### src/rtl/demux_dispatch3.sv
// demux_dispatch3: one-entry registered 1-to-3 dispatcher with sticky invalid-sel flag.
// Optional invalid-sel counter on err_cnt is built only when DEMUX_ERRCNT_EN is defined.
module demux_dispatch3 #(
  parameter int Width = 32
) (
  input  logic             clk,
  input  logic             rstn,
  input  logic             in_valid,
  output logic             in_ready,
  input  logic [1:0]       in_sel,
  input  logic [Width-1:0] in_data,
  output logic             a_valid,
  output logic             b_valid,
  output logic             c_valid,
  input  logic             a_ready,
  input  logic             b_ready,
  input  logic             c_ready,
  output logic [Width-1:0] a_data,
  output logic [Width-1:0] b_data,
  output logic [Width-1:0] c_data,
  output logic             err,
  output logic [7:0]       err_cnt
);
  typedef enum logic {IDLE, BUSY} state_t;
  state_t state;
  logic t_ready, accept, load, bad;
  // only the held target's ready matters; the others are masked by their zero valid
  assign t_ready  = (a_valid & a_ready) | (b_valid & b_ready) | (c_valid & c_ready);
  assign in_ready = rstn && (state == IDLE || t_ready);
  assign accept   = in_valid && in_ready;
  assign bad      = accept && in_sel == 2'b11;
  assign load     = accept && in_sel != 2'b11;
  always_ff @(posedge clk or negedge rstn) begin
    if (!rstn) begin
      state   <= IDLE;
      a_valid <= 1'b0;
      b_valid <= 1'b0;
      c_valid <= 1'b0;
      a_data  <= '0;
      b_data  <= '0;
      c_data  <= '0;
      err     <= 1'b0;
    end else begin
      if (load) begin
        state   <= BUSY;
        a_valid <= in_sel == 2'b00;
        b_valid <= in_sel == 2'b01;
        c_valid <= in_sel == 2'b10;
        a_data  <= in_sel == 2'b00 ? in_data : '0;
        b_data  <= in_sel == 2'b01 ? in_data : '0;
        c_data  <= in_sel == 2'b10 ? in_data : '0;
      end else if (state == BUSY && t_ready) begin
        state   <= IDLE;
        a_valid <= 1'b0;
        b_valid <= 1'b0;
        c_valid <= 1'b0;
        a_data  <= '0;
        b_data  <= '0;
        c_data  <= '0;
      end
      if (bad) err <= 1'b1;
    end
  end
`ifdef DEMUX_ERRCNT_EN
  always_ff @(posedge clk or negedge rstn) begin
    if (!rstn) err_cnt <= 8'h00;
    else if (bad && err_cnt != 8'hFF) err_cnt <= err_cnt + 8'h01;
  end
`else
  assign err_cnt = 8'h00;
`endif
endmodule
### config.mk
export PLATFORM = sky130hd
export DESIGN_NAME = demux_dispatch3
export DESIGN_NICKNAME = d
export VERILOG_FILES = /design/src/rtl/demux_dispatch3.sv
export SDC_FILE = /design/constraint.sdc
export NUM_CORES = 1
export LEC_CHECK = 0
export CAP_MARGIN = 20
export CORE_AREA = 2 2 153 155
export DETAILED_ROUTE_END_ITERATION = 6
export DIE_AREA = 0 0 155 157
export PLACE_DENSITY = 0.51
export SYNTH_ARGS = -nofsm -noshare
export SYNTH_HDL_FRONTEND = slang
export SYNTH_SLANG_ARGS = --single-unit
### constraint.sdc
create_clock -name clk -period 3.2 [get_ports clk]
set_input_delay 0.96 -clock clk [delete_from_list [all_inputs] [get_ports clk]]
set_output_delay 0.96 -clock clk [all_outputs]
set_load 0.02 [all_outputs]
Word level (Yosys, flattened, before mapping)
Index checks and enable logic that the tools add are counted.

word-level totals
  output and inout port bits = 109
  register bits = 101

operators by class
  muxes and demuxes = 12
  equality and inequality tests = 4
  reduce and logical (&&, ||, !) cells = 8
  bitwise gates (word level) = 6

operators with widths
  operator            count
  $mux 32             7
  $logic_and 1x1->1   5
  $mux 1              5
  $eq 2x2->1 const B  2
  $and 1x1->1         3
  $eq 2x1->1 const B  1
  $logic_not 2->1     1
  $ne 2x2->1 const B  1
  $or 1x1->1          2
  $reduce_bool 2->1   1
  $logic_or 1x1->1    1
  $not 1->1           1

Longest topological paths before layout
  depth after elaboration = 8
  depth in mapped cells = 6

Worst setup path before layout
OpenSTA, ideal clock, no wires.

  path kind = input port to output port
  from = in a_ready
  to = out in_ready
  stages on the path = 5
  setup slack = 0.489 ns
  arrival time = 1.751 ns
  cell sequence = a22oi_1 -> buf_4 -> buf_4 -> nand3_1 -> and2_1

between the ends
  word-level cells in the longest chain between the ends = 5

RTL lines
  what                      RTL line  text
  start, declared           15        input logic a_ready,
  $and 1x1->1               28        assign t_ready = (a_valid & a_ready) | (b_valid & b_ready) | (c_valid & c_ready);
  $or 1x1->1 (2 in series)  28
  $logic_or 1x1->1          29        assign in_ready = rstn && (state == IDLE || t_ready);
  $logic_and 1x1->1         29
  end, declared             9         output logic in_ready,

Every way passes these cells.

Worst setup path after layout
Same ends and word-level chain as after synthesis.

==> results.toml <==
[status]
outcome = "finished, final reports clean"

[power]
seq_power_share = 0.329
pwr_density_cell_nw_per_um2 = 1040
p_sw_mw = 3.22
pwr-share-comb = 0.519
power_mw = 7.52
power.internal_mw = 4.30
vdd_drop_max_v = 0.00120
switching_share = 0.428
clock_power_share = 0.152
power_leakage_nw = 2.80

[global_route]
overflow = 0
grt_max_degree = 107
grt_first_pass_wirelength_um = 27500
grt_usage = 0.142
grt_antenna_before_repair = 0
grt_pass1_vias = 4821

[clock_network]
cts_tree = "yes"
cts-root-buf = "clkbuf_16"
clkTransAtPathRegs_ns = 0.06
cts_buffers = 9
clk_latency_ns = 0.35
post_cts_buffers = 0
hold_buffers = 0
cts_max_level = 3
cts_resized = 1
clkSinkCount = 101
cts.path.max_buffers = 2

[setup_path]
critPathMaxFanout = 2
arrival_ns = 2.17
r2r_end = "b_data[29]"
crit_type = "primary input to primary output"
r2r_slack_ns = 0.84
rr_worst_depth = 4
cp_slowest_cell = "clkdlybuf4s50_1"
cp_cell_sequence = "clkdlybuf4s50_1, a22oi_2, nand3_1, and2_1, dlygate4sd2_1"
endpoint_kind = "primary output"
cp.required_ns = 2.24
critPathMaxStageDelay_ns = 0.44
r2r_start = "state"
crit_path_start_kind = "primary input"

[synth]
yosysTopAreaCell = "dfrtp_1"
ys_warn_count = 0
syn_inst = 518
seq_area_frac_synth = 0.472
synth_area_um2 = 5350
avgSynthCellArea_um2 = 10.3
synth_top_area_frac = 0.472
synth.area.top_cells = "dfrtp_1 (47%), o221ai_1 (14%), nand4_1 (12%)"
synth_ff_type = "dfrtp_1"
synth-edff-count = 0
synth-async-reset-ratio = 1.00
yosys.cell_types.count = 28
synth_seq_cells = 101

[place]
dp.final_hpwl_um = 10700
port_buffers = 140
gp_congestion = 0.750

[layout]
drive_gt1_frac = 0.0829
most-common-layout-cells = "clkdlybuf4s50_1 (138), dfrtp_1 (100), nand4_1 (99), nand2b_1 (96), o221ai_1 (86)"
layout_commonest_cell = "clkdlybuf4s50_1"
area_growth_pct = 35.2
antenna-diode-count = 0
final_nets = 662

[sta]
max_freq_mhz = 320
setup_viol = 0
rsz0062_at_grt = "false"
hold_violations = 0
tightest_slew_ns = 1.14
layout_min_cycle_time_ns = 3.13
fin_crit_sh = 0.977
holdWs_ns = 0.434
maxSlewHeadroom = 0.240
skew_ns = 0.00785
finalMaxSlewViolations = 0

[floorplanning]
die_height_um = 157
die_w_um = 155
coreArea_um2 = 22500
io_pins = 149
row_count = 55
initial_utilization = 0.238
die_area_um2 = 24300

[job]
cap_violations = 0

[route]
wl_per_cell_um = 19.0
drtAntennaViolNets = 0
drc = 0
via_per_inst = 5.31
firstDrtPassIters = 5
totalWireLength_um = 17400
num_vias = 4840
drt_iter0_markers = 348

[worst_hold_path]
holdCritPathClass = "primary input to asynchronous set/reset pin"
-- critical path, delay by kind of cell --
family                 cells  cell delay [ns]
AND/OR/NAND/NOR            2             0.27
AO/OA/AOI/OAI              1             0.18
buffers and inverters      2             0.75
-- flip-flops by register name (all words and copies together) (netlist names) --
signal and cells:
a_valid 1, state 1, c_valid 1, err 1
c_data 32, b_valid 1, b_data 32, a_data 32
-- metal layers --
| metal | up-vias | GRT usage | part of all wire |
|---|---|---|---|
| li1 | 2186 | - | - |
| met1 | 2490 | 0.192 | 0.45 |
| met2 | 149 | 0.231 | 0.49 |
| met3 | 15 | 0.0240 | 0.043 |
| met4 | 0 | 0.0463 | 0.014 |
| met5 | - | 0 | 0 |
-- cells in the mapped netlist, types with 3 or more instances --
master,number
buf_1,3
buf_2,22
buf_4,13
buf_6,4
clkbuf_1,28
dfrtp_1,101
inv_1,35
nand2b_1,96
nand4_1,99
o221ai_1,86
o221ai_2,10
-- final cells by class --
type,count,area (um^2)
inverter,35,131
sequential,101,2530
tap,285,357
fill,2246,15300
multi-input combinational,319,2360
clock inverter,5,57.6
timing repair buffer,156,1560
clock buffer,11,243
-- kinds of logic (layout without fill, tap and decap cells) --
kind of cell	Yosys count	in the layout	synth area share
DFF	101	101	0.472
buffers and inverters	105	207	0.0935
and+or+nand+nor	204	204	0.240
AOI/OAI and AO/OA	107	107	0.194
other	1	8	0.000701
-- worst max-delay path by stage --
stage / startpoint / to / slack (ns) / cells past startpoint
after global routing: a_ready / in_ready / 0.01 / 5
after floorplan: a_ready / in_ready / 0.49 / 5
after CTS: a_ready / in_ready / 0.06 / 5
after detailed placement: a_ready / in_ready / -0.16 / 5
after global placement: a_ready / in_ready / -0.15 / 5
final: a_ready / in_ready / 0.07 / 5
-- stage by stage --
stage | cells | setup TNS (ns) | instance area [um^2] | setup WS [ns] | utilization
finish | 912 | 0 | 7240 | 0.0728 | 0.322
global route | 912 | 0 | 7240 | 0.0124 | 0.322
CTS | 912 | 0 | 7240 | 0.0585 | 0.322
detailed placement | 896 | -0.156 | 6940 | -0.156 | 0.308
global placement | 896 | -0.154 | 6940 | -0.154 | 0.308
floorplan | 525 | 0 | 5380 | 0.489 | -
-- power groups by stage --
stage,clock network (mW),logic [mW],registers [mW]
finish,1.14,3.90,2.47
global route,1.23,4.18,2.57
CTS,1.18,3.95,2.47
detailed placement,0,3.94,2.49
global placement,0,3.88,2.44
floorplan,0,1.55,3.08
Note: power is estimated with default switching activity, not from simulation.
